==> config.mk <==
export PLATFORM = sky130hd
export DESIGN_NAME = bit_serializer
export DESIGN_NICKNAME = d
export VERILOG_FILES = /design/src/rtl/bit_serializer_pkg.sv /design/src/rtl/ser_fifo2.sv /design/src/rtl/bit_serializer.sv
export SDC_FILE = /design/constraint.sdc
export NUM_CORES = 1
export LEC_CHECK = 0
export CORE_MARGIN = 2
export CORE_UTILIZATION = 54
export CTS_CLUSTER_DIAMETER = 100
export DETAILED_ROUTE_END_ITERATION = 8
export PLACE_DENSITY = 0.81
export SYNTH_ARGS = -nofsm -noshare
export SYNTH_HDL_FRONTEND = slang
export SYNTH_SLANG_ARGS = --single-unit
==> constraint.sdc <==
create_clock -name clk_i -period 2.6 [get_ports clk_i]
set_clock_uncertainty 0.05 [all_clocks]
set_input_delay 0.26 -clock clk_i [delete_from_list [all_inputs] [get_ports clk_i]]
set_output_delay 0.26 -clock clk_i [all_outputs]
set_load 0.02 [all_outputs]
==> src/rtl/bit_serializer_pkg.sv <==
// bit_serializer_pkg: shared types and defaults for the bit serializer.
// Holds the two-state FSM enum and the default parallel word width.
package bit_serializer_pkg;
    typedef enum logic {
        IDLE  = 1'b0,
        SHIFT = 1'b1
    } state_e;
    localparam int DEFAULT_DATA_W = 8;
endpackage

==> src/rtl/ser_fifo2.sv <==
// ser_fifo2: two-entry in-order word buffer.
// Ports: clk_i/reset_i (sync, active-high), push_i+data_i write, pop_i read,
// data_o shows the head entry, full_o/empty_o report occupancy.
// A push when full or a pop when empty is ignored, so the buffer never
// overflows or underflows; push and pop on one edge both take effect.
module ser_fifo2 #(
    parameter int DATA_W = 8
) (
    input  logic              clk_i,
    input  logic              reset_i,
    input  logic              push_i,
    input  logic [DATA_W-1:0] data_i,
    input  logic              pop_i,
    output logic [DATA_W-1:0] data_o,
    output logic              full_o,
    output logic              empty_o
);
    logic [DATA_W-1:0] mem_q [2];
    logic [DATA_W-1:0] mem_d [2];
    logic              wr_q, wr_d, rd_q, rd_d;
    logic [1:0]        cnt_q, cnt_d;
    logic              do_push, do_pop;

    assign full_o  = cnt_q == 2'd2;
    assign empty_o = cnt_q == 2'd0;
    assign data_o  = mem_q[rd_q];
    assign do_push = push_i && !full_o;
    assign do_pop  = pop_i && !empty_o;

    always_comb begin
        mem_d = mem_q;
        if (do_push) mem_d[wr_q] = data_i;
        wr_d  = wr_q ^ do_push;
        rd_d  = rd_q ^ do_pop;
        cnt_d = cnt_q + 2'(do_push) - 2'(do_pop);
    end

    always_ff @(posedge clk_i) begin
        if (reset_i) begin
            mem_q[0] <= '0;
            mem_q[1] <= '0;
            wr_q     <= 1'b0;
            rd_q     <= 1'b0;
            cnt_q    <= 2'd0;
        end else begin
            mem_q <= mem_d;
            wr_q  <= wr_d;
            rd_q  <= rd_d;
            cnt_q <= cnt_d;
        end
    end
endmodule

==> src/rtl/bit_serializer.sv <==
// bit_serializer: parallel-word to serial-bit converter with a 2-word buffer.
// Ports: clk_i/reset_i (sync, active-high); word_i/word_valid_i/word_ready_o
// accept words; data_o/bit_valid_o/last_o carry the serial stream (data_o is
// 0 while idle); busy_o is high while shifting or while a word is buffered.
module bit_serializer
    import bit_serializer_pkg::*;
#(
    parameter int DATA_W    = DEFAULT_DATA_W,
    parameter bit MSB_FIRST = 1'b1
) (
    input  logic              clk_i,
    input  logic              reset_i,
    input  logic [DATA_W-1:0] word_i,
    input  logic              word_valid_i,
    output logic              word_ready_o,
    output logic              data_o,
    output logic              bit_valid_o,
    output logic              last_o,
    output logic              busy_o
);
    localparam int            CW       = $clog2(DATA_W);
    localparam logic [CW-1:0] LAST_IDX = CW'(DATA_W - 1);

    state_e            state_q, state_d;
    logic [DATA_W-1:0] sreg_q, sreg_d, head;
    logic [CW-1:0]     cnt_q, cnt_d;
    logic              data_q, data_d;
    logic              full, empty, push, pop, word_end;

    function automatic logic first_bit(input logic [DATA_W-1:0] w);
        return MSB_FIRST ? w[DATA_W-1] : w[0];
    endfunction

    function automatic logic [DATA_W-1:0] advance(input logic [DATA_W-1:0] w);
        return MSB_FIRST ? w << 1 : w >> 1;
    endfunction

    assign word_ready_o = !full;
    assign push         = word_valid_i && !full && !reset_i;
    // A word boundary is either idle or the final bit on show; a waiting
    // word is popped right here so consecutive words have no gap cycle.
    assign word_end     = state_q == IDLE || cnt_q == LAST_IDX;
    assign pop          = word_end && !empty;

    ser_fifo2 #(.DATA_W(DATA_W)) u_fifo (
        .clk_i   (clk_i),
        .reset_i (reset_i),
        .push_i  (push),
        .data_i  (word_i),
        .pop_i   (pop),
        .data_o  (head),
        .full_o  (full),
        .empty_o (empty)
    );

    // The first bit goes straight into the output flop on load; sreg keeps
    // only the bits still to come, pre-shifted so its edge bit is next.
    always_comb begin
        state_d = state_q;
        sreg_d  = sreg_q;
        cnt_d   = cnt_q;
        data_d  = data_q;
        if (pop) begin
            state_d = SHIFT;
            sreg_d  = advance(head);
            data_d  = first_bit(head);
            cnt_d   = '0;
        end else if (word_end) begin
            state_d = IDLE;
            data_d  = 1'b0;
        end else begin
            sreg_d  = advance(sreg_q);
            data_d  = first_bit(sreg_q);
            cnt_d   = cnt_q + 1'b1;
        end
    end

    always_ff @(posedge clk_i) begin
        if (reset_i) begin
            state_q <= IDLE;
            sreg_q  <= '0;
            cnt_q   <= '0;
            data_q  <= 1'b0;
        end else begin
            state_q <= state_d;
            sreg_q  <= sreg_d;
            cnt_q   <= cnt_d;
            data_q  <= data_d;
        end
    end

    assign data_o      = data_q;
    assign bit_valid_o = state_q == SHIFT;
    assign last_o      = bit_valid_o && cnt_q == LAST_IDX;
    assign busy_o      = bit_valid_o || !empty;
endmodule

# Word level (Yosys, flattened, before mapping)
# Index checks and enable logic that the tools add are counted.
[word_totals]
out_inout_bits = 5
reg_bits = 32
input_bits = 11
wordCells = 50
[op_classes]
mux = 12
bitwise = 5
add_sub_neg = 3
n_eq_ne = 3
n_reduce_logical = 15
magnitude_cmp = 3
[op_table]
columns = ["op", "n"]
rows = [
  ["two-way mux 8 bit", 6],
  ["bitwise mux 16 bit", 1],
  ["demux 8 bit (select 1 bit)", 1],
  ["logical AND 1 bit", 7],
  [">= comparator 2 bit, second input constant", 2],
  ["two-way mux 1 bit", 4],
  ["inverter 1 -> 2 bit", 2],
  ["adder 3 x 1 -> 3 bit, second input constant", 1],
  ["== test 3 bit, second input constant", 1],
  ["zero test 1 bit", 3],
  ["adder 2 x 1 -> 2 bit", 1],
  ["== test 2 bit, second input constant", 1],
  ["zero test 2 bit", 1],
  ["logical OR 1 bit", 2],
  ["less-than comparator 2 x 1 -> 1 bit, second input constant", 1],
  ["!= test 2 x 1 -> 1 bit, second input constant", 1],
  ["nonzero test 2 bit", 1],
  ["OR reduction 2 bit", 1],
  ["subtractor 2 x 1 -> 2 bit", 1],
  ["XOR 1 bit", 2],
  ["inverter 1 bit", 1],
]

# Depth between registers and ports, before layout
# Gate-level depths: netlist of run 1.
[logic_depth]
word_depth = 7
ltp_mapped = 11
mapped_depth_nobuf = 10

# Hierarchy
# From an unflattened synthesis of run 1, not the netlist that was laid out.
[unflattened]
cells_unflattened = 143
area_unflattened_um2 = 1463.9
[by_module_without_submodules]
columns = ["mod", "area_each_um2", "n_inst", "cells_each", "seq_area_each_um2"]
rows = [
  ["ser_fifo2", 883.3, 1, 84, 400.4],
  ["bit_serializer", 580.6, 1, 59, 240.2],
]

# Least setup slack after synthesis of run 1
# Ideal clock, no wire load.
[synth_timing]
kind = "flip-flop to flip-flop"
from = "register cnt_q[0]"
to = "register u_fifo.cnt_q[1]"
stages_incl_launch_ff = 12
slack_ns = 0.477
t_required_ns = 2.472
synth_period_minus_slack_ns = 2.123
setup_ns = 0.078
t_arrival_ns = 1.995
n_path_buf = 1
cell_sequence = "dfxtp_1 -> ha_1 -> ha_1 -> and2b_4 -> buf_2 -> nor2_1 -> ha_1 -> inv_1 -> ha_1 -> xor2_1 -> and2_1 -> nor3_1"
[synth_via]
elab_chain_cells = 5
[synth_rtl]
columns = ["item", "line_no", "source"]
rows = [
  ["start, declared", "bit_serializer.sv:26", "logic [CW-1:0] cnt_q, cnt_d;"],
  ["start signal, assigned", "bit_serializer.sv:87", "cnt_q <= cnt_d;"],
  ["== test 3 bit", "bit_serializer.sv:42", "assign word_end = state_q == IDLE || cnt_q == LAST_IDX;"],
  ["logical OR 1 bit", "bit_serializer.sv:42", ""],
  ["logical AND 1 bit", "bit_serializer.sv:43", "assign pop = word_end && !empty;"],
  ["via pop", "bit_serializer.sv:28", "logic full, empty, push, pop, word_end;"],
  ["logical AND 1 bit", "ser_fifo2.sv:28", "assign do_pop = pop_i && !empty_o;"],
  ["subtractor 2 x 1 -> 2 bit", "ser_fifo2.sv:35", "cnt_d = cnt_q + 2'(do_push) - 2'(do_pop);"],
  ["end signal, assigned", "ser_fifo2.sv:49", "cnt_q <= cnt_d;"],
  ["end, declared", "ser_fifo2.sv:21", "logic [1:0] cnt_q, cnt_d;"],
]
# The timed path passes the listed nets, and every way through them passes these cells.
# A chain may end at the register's enable or synchronous reset.

# Final worst setup path of run 1
# Same ends and word-level chain as after synthesis.

==> metrics.md, run 1 <==
| Metric | Value |
|---|---|
| Commonest cells in the netlist | `dfxtp_1, nor2_1, mux2i_1` |
| Power Internal | `0.000975 W` |
| Power Density | `916 nW/um^2` |
| CTS max path bufs | `2` |
| NumNets Final | `180` |
| Most common cell in the netlist | `dfxtp_1` |
| Fin util | `between 60 and 70%` |
| Main combinational cell family by area after synthesis | `simple AND/OR/NAND/NOR gates` |
| CP top delay family | `adder cells` |
| Filler instances | `215` |
| DR top layer | `met4` |
| Chip width | `approximately 55 um` |
| Clock Sinks | `32` |
| TritonCTS clock tree | `done` |
| Routed length per placed instance | `13.1 um` |
| Worst Path Arrival | `2420 ps` |
| Met3 routed wirelength | `about 120 um` |
| Crit path kind | `reg -> reg` |
| Drt total wl | `2.53 mm` |
| Syn Nets | `between 150 and 200` |
| Synth Instances | `148` |
| Fin cells | `193` |
| Mapped Avg Cell Area | `around 9.5 sq um` |
| Post-place setup slack | `408 ps` |
| CTS clk-pin slew, worst paths | `100 ps` |
| Vias | `1,049` |
| Post-Route M1 WL | `1.02 mm` |
| Post-CTS sizing | `0` |
| Initial antenna violation count | `0` |
| Switching Share | `34.5%` |
| Max-slew violations | `0` |
| Worst EP required | `2810 ps` |
| Setup ws final | `between 300 and 400 ps` |
| Clock Latency Late Sink | `330 ps` |
| Netlist cell types | `28` |
| Worst Path Max Fanout | `13` |
| Num rows | `18` |
| Worst hold path class | `reg -> reg` |
| Placed cell count | `186` |
| Setup bufs post-CTS | `0` |
| Setup crit start | `cnt_q[0]$_SDFFE_PP0P_` |
| Cell taking the most area after synthesis | `dfxtp_1` |
| Worst path max stage delay | `340 ps` |
| Core Area | `2480 sq um` |
| RSZ-0062 raised after global routing | `false` |
| R2R setup slack | `400 ps` |
| Fin. Hold Viols | `0` |
| Initial Util | `57.0%` |
| Highest clock rate | `between 0.4 and 0.5 GHz` |
| Reg area | `approximately 640 sq um` |
| Outcome | `finished clean` |
| Met2 Wirelength | `1.31 mm` |
| Post-synthesis mux area share | `12.9%` |
| DRT Pass-1 Iters | `4` |
| Fin crit period | `2200 ps` |
| # DRC | `0` |
| Seq cells post-synth | `32` |
| Yosys top cell area share | `~45%` |
| Synth Area in Compound Gates | `about a tenth` |
| Hold path depth | `2` |
| Cts bufs inserted | `5` |
| H-tree levels | `2` |
| Synthesis Warnings | `0` |
| Area Growth Syn to Fin | `15.2%` |
| Largest net degree at the start of global routing | `33` |
| Period utilization | `84.7%` |
| Post-CTS Hold Buffers | `0` |
| Crit. End Element | `flop` |
| Ranking of synthesized cells by area | `dfxtp_1, mux2i_1, nor2_1` |
| CP bufs+invs | `1` |
| Worst r2r src | `cnt_q[0]$_SDFFE_PP0P_` |
| Post-synthesis simple-gate area fraction | `around 22%` |
| Min-Delay Startpoint | `sreg_q[7]$_SDFFE_PP0P_` |
| Post-DP HPWL | `1.75 mm` |
| Least-Margin Pin Slew | `543 ps` |
| Port buffer count | `15` |
| Slew margin rel. | `63.8%` |
| Clk root buf | `clkbuf_4` |
| Leakage power | `0.641 nW` |
| Main synth FF type | `dfxtp_1` |
| Layout cells sized above 1 | `under 10%` |
| XOR/XNOR share of the synthesized area | `0.621%` |
| GRT Overall Usage | `20.7%` |
| Worst setup path end | `u_fifo.cnt_q[1]$_SDFF_PP0_` |
| Fraction of registers with async set/reset | `0%` |
| Final ANT Viol Nets | `0` |
| Switch Pwr | `0.000514 W` |
| Combinational power share | `33.7%` |
| RR Endpoint | `u_fifo.cnt_q[1]$_SDFF_PP0_` |
| Post-synthesis cell area | `1410 sq um` |
| Crit-path cells | `ha_1, ha_1, and2b_4, nor2_1, ha_1, inv_1, ha_1, xor2_1, and2_1, nor3_1` |
| Critical path depth | `10` |
| Total gr overflow | `0` |
| Clk pwr share | `roughly a fifth` |
| Number of synthesized flops with an enable pin | `0` |
| Critical path's slowest cell | `and2b_4` |
| Top Ports | `16` |
| Vias in the first global route | `991` |
| Setup violations, final | `0` |
| DR iter-0 viols | `16` |
| Area of the die | `approximately 3000 sq um` |
| Placer Congestion | `roughly 0.82` |
| Cell mode on critical path | `ha_1` |
| Register area share after synthesis | `45.4%` |
| Die H | `55.1 um` |
| # diodes | `0` |
| Area of the multi-input gates | `a little over 700 sq um` |
| MaxCap Viol Count | `0` |
| Worst VDD drop | `0.000799 V` |
| First-pass GRT wire length | `approximately 4.2 mm` |
| Worst Reg-to-Reg Cells | `10` |
| Hold_ws | `421 ps` |
| Part of the power in registers | `45.1%` |
| Adder-cell area share of the yosys netlist | `5.32%` |
| Setup TNS | `0 ps` |
| Vias per cell | `5.44` |
| Startpoint types | `flop` |
state kept, by name, indices dropped and copies added (netlist names):
name	cells
u_fifo.mem_q	16
sreg_q	7
cnt_q	3
u_fifo.cnt_q	2
bit_valid_o	1
data_o	1
u_fifo.rd_q	1
u_fifo.wr_q	1
per-layer routing:
layer / vias to the layer above / global-route usage (%)
met5: - / 0
met2: 25 / 34.3
li1: 538 / -
met3: 7 / 6.45
met4: 0 / 13.4
met1: 479 / 22.7
worst register-to-register path: stages, from the launching register on:
cell     delay (ps)
dfxtp_1         330
ha_1            200
ha_1            200
and2b_4         340
nor2_1           80
ha_1            270
inv_1            40
ha_1            190
xor2_1          160
and2_1          160
nor3_1          120
power groups by stage:
stage | logic, W | registers, W | clock network (W)
final | 0.000502 | 0.000672 | 0.000315
after global routing | 0.000564 | 0.000690 | 0.000344
after CTS | 0.000505 | 0.000672 | 0.000323
after detailed placement | 0.000504 | 0.000684 | 0
after global placement | 0.000476 | 0.000679 | 0
after floorplan | 0.000400 | 0.000659 | 0
kinds of logic (layout without fill, tap and decap cells):
logic type                 after synthesis  in the layout
AOI/OAI and AO/OA                       20             20
muxes                                   18             18
adders and majority gates                6              6
xor gates and xnor gates                 1              1
buffers and inverters                   12             27
and+or+nand+nor                         59             59
DFF                                     32             32
cells in the final DEF, fill, tap and decap left out:
| cell | synthesis | layout |
|---|---|---|
| mux2_1 | 1 | 1 |
| o21ai_0 | 1 | 1 |
| nor2_2 | 1 | 1 |
| nand2_1 | 4 | 4 |
| clkbuf_4 | 0 | 5 |
| nand3_1 | 4 | 4 |
| nor3_1 | 1 | 1 |
| mux2i_1 | 17 | 17 |
| ha_1 | 6 | 6 |
| xor2_1 | 1 | 1 |
| nor2b_1 | 1 | 1 |
| buf_4 | 2 | 2 |
| a211oi_1 | 7 | 7 |
| nand2b_1 | 3 | 3 |
| o31ai_1 | 6 | 6 |
| nor2_1 | 26 | 26 |
| clkbuf_8 | 0 | 2 |
| nand3b_1 | 6 | 6 |
| and2_1 | 2 | 2 |
| and3b_1 | 1 | 1 |
| clkdlybuf4s50_1 | 0 | 15 |
| inv_1 | 3 | 3 |
| dfxtp_1 | 32 | 32 |
| or2_0 | 1 | 1 |
| and2b_4 | 1 | 1 |
| a21oi_1 | 6 | 6 |
| and2b_1 | 6 | 6 |
| or3_1 | 2 | 2 |
final cells by class:
cell class	instances	share of cell area, %
multi-input cells	104	43.5
flip-flops and latches	32	39.4
repair buffers	17	10.2
clock buffers	7	4.00
well taps	30	2.31
inverters	3	0.692
worst min-delay path by stage:
| stage | endpoint |
|---|---|
| 3_5_place_dp | data_o$_SDFF_PP0_ |
| 2_1_floorplan | u_fifo.cnt_q[0]$_SDFF_PP0_ |
| 6_report | data_o$_SDFF_PP0_ |
| 4_1_cts | data_o$_SDFF_PP0_ |
| 3_3_place_gp | data_o$_SDFF_PP0_ |
| 5_1_grt | data_o$_SDFF_PP0_ |
through the flow:
step           total power [W]  cell area [sq um]
2_1_floorplan          0.00106               1410
3_3_place_gp           0.00115               1560
3_5_place_dp           0.00119               1560
4_1_cts                0.00150               1630
5_1_grt                0.00160               1630
6_report               0.00149               1630
Note: power is estimated with default switching activity, not from simulation.
==> run 2, diff against run 1 <==
- CORE_UTILIZATION: 54 -> 49
- PLACE_DENSITY: 0.81 -> 0.78
- clock period: 2.6 -> 1.84 ns (I/O delays scaled with it)
==> metrics.md, run 2 (same netlist as run 1, synthesis figures left out) <==
| Metric | Value |
|---|---|
| Outcome | `finished with violations` |
| Failing checks | `negative setup slack` |
| Worst Path Max Fanout | `3 (-10)` |
| TritonCTS clock tree | `done` |
| CTS max path bufs | `2 (unchanged)` |
| Fin. Hold Viols | `0 (unchanged)` |
| Regs by FF count | `u_fifo.mem_q: 16 flops, sreg_q: 7 flops, cnt_q: 3 flops` |
| Crit-path cells | `ha_4, ha_4, and2b_4, nor2_2, ha_1, inv_1, ha_4, xor2_1, and2_1, nor3_1` |
| H-tree levels | `2 (unchanged)` |
| Highest clock rate | `0.520 GHz (+15%)` |
| Max-slew violations | `0 (unchanged)` |
| RSZ-0062 raised after global routing | `true` |
| Placed cell count | `191 (+2.7%)` |
| Slew margin rel. | `67.0% (+3.1 points)` |
| # diodes | `0 (unchanged)` |
| Critical path's slowest cell | `dfxtp_2` |
| Hold_ws | `438 ps (+16.6 ps)` |
| Placer Congestion | `0.729 (-11%)` |
| Initial Util | `51.2% (-5.8 points)` |
| Crit. End Element | `flop` |
| Worst hold path class | `reg -> reg` |
| Area of the die | `3330 sq um (+9.4%)` |
| Worst VDD drop | `0.00108 V (+35%)` |
| Vias per cell | `5.47 (+0.63%)` |
| Drt total wl | `2.66 mm (+4.9%)` |
| Worst Path Arrival | `2140 ps (-280 ps)` |
| Commonest non-fill, non-tap cell in the layout | `dfxtp_1` |
| First-pass GRT wire length | `4.60 mm (+9.3%)` |
| Fin cells | `198 (+2.6%)` |
| Leakage power | `0.675 nW (+5.4%)` |
| Startpoint types | `flop` |
| Final ANT Viol Nets | `0 (unchanged)` |
| Setup violations, final | `1 (+1)` |
| DRT Pass-1 Iters | `5 (+1)` |
| Chip width | `57.7 um (+4.6%)` |
| GRT Overall Usage | `18.7% (-2.0 points)` |
| Setup TNS | `-84.0 ps (-84.0 ps)` |
| Largest Register | `u_fifo.mem_q` |
| Power Density | `1250 nW/um^2 (+37%)` |
| Initial antenna violation count | `0 (unchanged)` |
| Clock Sinks | `32 (unchanged)` |
| Post-CTS Hold Buffers | `0 (unchanged)` |
| Cts bufs inserted | `5 (unchanged)` |
| Number of flip-flops in the largest register | `16 (unchanged)` |
| Clk root buf | `clkbuf_4` |
| Port buffer count | `15 (unchanged)` |
| Cell mode on critical path | `ha_4` |
| Top Ports | `16 (unchanged)` |
| Total gr overflow | `0 (unchanged)` |
| Largest net degree at the start of global routing | `33 (unchanged)` |
| Crit path kind | `reg -> reg` |
| # DRC | `0 (unchanged)` |
| Worst EP required | `2050 ps (-760 ps)` |
| Fin crit period | `1920 ps (-279 ps)` |
| Num rows | `19 (+1)` |
| Period utilization | `105% (+20 points)` |
| Post-DP HPWL | `1.91 mm (+9.2%)` |
| Vias in the first global route | `1,103 (+11%)` |
| MaxCap Viol Count | `0 (unchanged)` |
| Most frequent cells in the layout | `dfxtp_1, nor2_1, mux2i_1, clkdlybuf4s50_1, a211oi_1` |
| Worst path max stage delay | `340 ps (about the same)` |
| NumNets Final | `184 (+2.2%)` |
| Core Area | `2760 sq um (+11%)` |
| CTS clk-pin slew, worst paths | `100 ps (about the same)` |
| Least-Margin Pin Slew | `496 ps (-46.8 ps)` |
| Die H | `57.7 um (+4.6%)` |
| Setup ws final | `-84.0 ps (-481 ps)` |
| Clock Latency Late Sink | `330 ps (about the same)` |
| Routed length per placed instance | `13.4 um (+2.2%)` |
| Vias | `1,083 (+3.2%)` |
| Area Growth Syn to Fin | `22.3%` |
| Layout cells sized above 1 | `12.6% (+5.8 points)` |
| Post-place setup slack | `-112 ps (-519 ps)` |
| DR iter-0 viols | `30 (+14)` |
==> run 2: path summary, 6_finish.rpt <==
| kind | start | end | slack [ps] | cells after the start |
|---|---|---|---|---|
| min reg2reg | sreg_q[2]$_SDFFE_PP0P_ | sreg_q[3]$_SDFFE_PP0P_ | 440 | 2 |
| min | sreg_q[2]$_SDFFE_PP0P_ | sreg_q[3]$_SDFFE_PP0P_ | 440 | 2 |
| max reg2reg | cnt_q[0]$_SDFFE_PP0P_ | u_fifo.cnt_q[1]$_SDFF_PP0_ | -80 | 10 |
| max | cnt_q[0]$_SDFFE_PP0P_ | u_fifo.cnt_q[1]$_SDFF_PP0_ | -80 | 10 |
==> run 2: timing repair <==
action	in CTS	in global routing
pin swaps	2	0
buffers inserted	0	0
endpoints found under the hold margin	0	0
setup endpoints to repair	2	3
gates resized for setup	1	2
==> run 2: report_power, final <==
part           switching [W]  internal, W
sequential          0.000124     0.000833
clock               0.000222     0.000216
combinational       0.000401     0.000368
total               0.000747      0.00142
==> run 2: cell type report <==
cell class / instances / area [sq um]
tap: 31 / 38.8
inverter: 3 / 11.3
clock buffer: 7 / 65.1
multi-input combinational: 104 / 747
fill: 221 / 1030
timing repair buffer: 21 / 221
sequential: 32 / 643
==> run 2: critical path, delay by kind of cell, from the launching register on <==
family                     cells  cell delay (ps)
xor gates and xnor gates       1              160
adders and majority gates      4              720
buffers and inverters          1               50
DFF                            1              340
and+or+nand+nor                4              540
==> run 2: stage by stage <==
| step | util, % | power, W | area (sq um) |
|---|---|---|---|
| 6_report | 62.6 | 0.00216 | 1730 |
| 5_1_grt | 62.6 | 0.00234 | 1730 |
| 4_1_cts | 62.2 | 0.00218 | 1710 |
| 3_5_place_dp | 59.8 | 0.00174 | 1650 |
| 3_3_place_gp | 59.8 | 0.00169 | 1650 |
| 2_1_floorplan | - | 0.00152 | 1450 |
==> run 2: per-layer routing <==
metal	track usage [%]	vias to the layer above	wire, um
li1	-	547	-
met1	19.0	514	1150
met2	33.3	18	1350
met3	8.04	4	109
met4	7.64	0	46
met5	0	-	0
==> run 3, diff against run 2 <==
- CORE_UTILIZATION: 49 -> 51
- CTS_BUF_LIST: not set -> sky130_fd_sc_hd__clkbuf_4 sky130_fd_sc_hd__clkbuf_8
- PLACE_DENSITY: 0.78 -> 0.8
==> metrics.md, run 3 (same netlist as run 1, synthesis figures left out) <==
| Metric | Value |
|---|---|
| Filler instances | `218 (-1.4%)` |
| Initial Util | `52.5% (+1.4 points)` |
| Area of the die | `3200 sq um (-3.7%)` |
| Period utilization | `105% (+0.35 points)` |
| RR Endpoint | `u_fifo.cnt_q[1]$_SDFF_PP0_` |
| Part of the power in registers | `44.1% (about the same)` |
| Worst EP required | `2010 ps (-40 ps)` |
| Placed cell area | `1650 sq um (unchanged)` |
| Placed cell count | `191 (unchanged)` |
| Layout cells sized above 1 | `14.3% (+1.7 points)` |
| Startpoint types | `flop` |
| Chip width | `56.6 um (-1.8%)` |
| CTS max path bufs | `2 (unchanged)` |
| R2R setup slack | `-90 ps (about the same)` |
| Port buffer count | `15 (unchanged)` |
| Cts bufs inserted | `5 (unchanged)` |
| Switch Pwr | `0.000749 W (+0.29%)` |
| Vias | `1,081 (-0.18%)` |
| Clk root buf | `clkbuf_4` |
| Drt total wl | `2.59 mm (-2.5%)` |
| Worst r2r src | `cnt_q[0]$_SDFFE_PP0P_` |
| Post-DP HPWL | `1.80 mm (-5.4%)` |
| Worst Reg-to-Reg Cells | `10 (unchanged)` |
| Worst path max stage delay | `350 ps (about the same)` |
| Leakage power | `0.670 nW (-0.85%)` |
| DRT Pass-1 Iters | `4 (-1)` |
| Worst hold path class | `reg -> reg` |
| Slew margin rel. | `66.8% (-0.14 points)` |
| Crit. End Element | `flop` |
| Largest Register | `u_fifo.mem_q` |
| Post-place setup slack | `-98.5 ps (+13.3 ps)` |
| Crit-path cells | `ha_4, ha_4, and2b_4, nor2_2, ha_1, inv_1, ha_2, xor2_2, and2_1, nor3_2` |
| Post-CTS Hold Buffers | `0 (unchanged)` |
| Worst Path Arrival | `2100 ps (-40 ps)` |
| Number of flip-flops in the largest register | `16 (unchanged)` |
| RSZ-0062 raised after global routing | `true` |
| Total gr overflow | `0 (unchanged)` |
| Worst setup path end | `u_fifo.cnt_q[1]$_SDFF_PP0_` |
| Setup ws final | `-90.5 ps (-6.44 ps)` |
| Failing checks | `negative setup slack` |
| Most frequent cells in the layout | `dfxtp_1, nor2_1, mux2i_1, clkdlybuf4s50_1` |
| Power Internal | `0.00142 W (about the same)` |
| Crit path kind | `reg -> reg` |
| GRT Overall Usage | `19.6% (+0.98 points)` |
| Worst Path Max Fanout | `3 (unchanged)` |
| Final ANT Viol Nets | `0 (unchanged)` |
| Routed length per placed instance | `13.0 um (-3.0%)` |
| Initial antenna violation count | `0 (unchanged)` |
| DR iter-0 viols | `14 (-53%)` |
| Area Growth Syn to Fin | `22.3% (unchanged)` |
| Top Ports | `16 (unchanged)` |
| Core Area | `2690 sq um (-2.6%)` |
| Vias in the first global route | `1,108 (+0.45%)` |
| Setup violations, final | `1 (unchanged)` |
| Least-Margin Pin Slew | `498 ps (+2.17 ps)` |
| Switching Share | `34.6% (+0.082 points)` |
| Max-slew violations | `0 (unchanged)` |
| Commonest non-fill, non-tap cell in the layout | `dfxtp_1` |
| Num rows | `19 (unchanged)` |
| Fin cells | `199 (+0.51%)` |
| Vias per cell | `5.43 (-0.69%)` |
| Highest clock rate | `0.518 GHz (-0.33%)` |
| Clock Latency Late Sink | `330 ps (about the same)` |
| Fin. Hold Viols | `0 (unchanged)` |
| Power Density | `1250 nW/um^2 (about the same)` |
| Clock Sinks | `32 (unchanged)` |
| Die H | `56.6 um (-1.8%)` |
| Worst VDD drop | `0.000945 V (-13%)` |
| Regs by FF count | `u_fifo.mem_q: 16 flops, sreg_q: 7 flops, cnt_q: 3 flops` |
| # diodes | `0 (unchanged)` |
| First-pass GRT wire length | `4.71 mm (+2.4%)` |
| H-tree levels | `2 (unchanged)` |
| Fin crit period | `1930 ps (+6.44 ps)` |
| Placer Congestion | `0.761 (+4.4%)` |
| Area of the multi-input gates | `749 sq um (+0.34%)` |
| Setup TNS | `-90.5 ps (-6.44 ps)` |
| CTS clk-pin slew, worst paths | `90 ps (about the same)` |
| Reg area | `643 sq um (unchanged)` |
| # DRC | `0 (unchanged)` |
| Largest net degree at the start of global routing | `33 (unchanged)` |
| Cell mode on critical path | `ha_4` |
| NumNets Final | `184 (unchanged)` |
| Critical path's slowest cell | `dfxtp_2` |
| MaxCap Viol Count | `0 (unchanged)` |
| Outcome | `finished with violations` |
| TritonCTS clock tree | `done` |
| Design area | `1730 sq um (unchanged)` |
| Clk pwr share | `20.5% (+0.2 points)` |
| Combinational power share | `35.3% (-0.2 points)` |
| Setup crit start | `cnt_q[0]$_SDFFE_PP0P_` |
run 3: layout make-up:
cell class | count | area share, %
Tap cell | 31 | 2.25
Inverter | 3 | 0.652
Timing Repair Buffer | 21 | 12.6
Clock buffer | 8 | 3.84
Multi-Input combinational cell | 104 | 43.4
Sequential cell | 32 | 37.2
run 3: critical path, delay by kind of cell, from the launching register on:
| family | cells | cell delay, ps |
|---|---|---|
| xor+xnor | 1 | 150 |
| fa+ha+maj | 4 | 760 |
| buf+inv | 1 | 60 |
| flops | 1 | 350 |
| simple gates | 4 | 470 |
run 3: worst min path at each step:
stage | start | end | slack (ps) | cells past startpoint
finish | sreg_q[7]$_SDFFE_PP0P_ | data_o$_SDFF_PP0_ | 420 | 2
global route | sreg_q[7]$_SDFFE_PP0P_ | data_o$_SDFF_PP0_ | 450 | 2
CTS | sreg_q[7]$_SDFFE_PP0P_ | data_o$_SDFF_PP0_ | 420 | 2
detailed placement | sreg_q[7]$_SDFFE_PP0P_ | data_o$_SDFF_PP0_ | 410 | 2
global placement | sreg_q[7]$_SDFFE_PP0P_ | data_o$_SDFF_PP0_ | 390 | 2
floorplan | reset_i | u_fifo.cnt_q[0]$_SDFF_PP0_ | 210 | 1
run 3: through the flow:
stage	utilization, %	hold WS [ps]	total power [W]
after global routing	64.3	446	0.00234
after floorplan	-	206	0.00152
after global placement	61.4	389	0.00169
final	64.3	420	0.00217
after detailed placement	61.4	406	0.00173
after CTS	63.8	421	0.00216
run 3: power groups by stage:
stage / clock [W] / combinational (W) / sequential [W]
2_1_floorplan: 0 / 0.000586 / 0.000937
3_3_place_gp: 0 / 0.000723 / 0.000963
3_5_place_dp: 0 / 0.000760 / 0.000972
4_1_cts: 0.000455 / 0.000752 / 0.000957
5_1_grt: 0.000488 / 0.000873 / 0.000978
6_report: 0.000445 / 0.000765 / 0.000956
run 3: layer usage:
metal / track usage (%) / share of wire, % / vias up / wire length [um]
li1: - / - / 542 / -
met1: 22.3 / 43 / 502 / 1100
met2: 31.6 / 49 / 27 / 1270
met3: 5.53 / 4.6 / 10 / 120
met4: 13.6 / 3.6 / 0 / 94
met5: 0 / 0 / - / 0
run 3: timing repair:
item,4_1_cts,5_1_grt
endpoints found under the setup margin,3,1
setup buffers,0,0
resized for setup,2,2
pin swaps,3,0
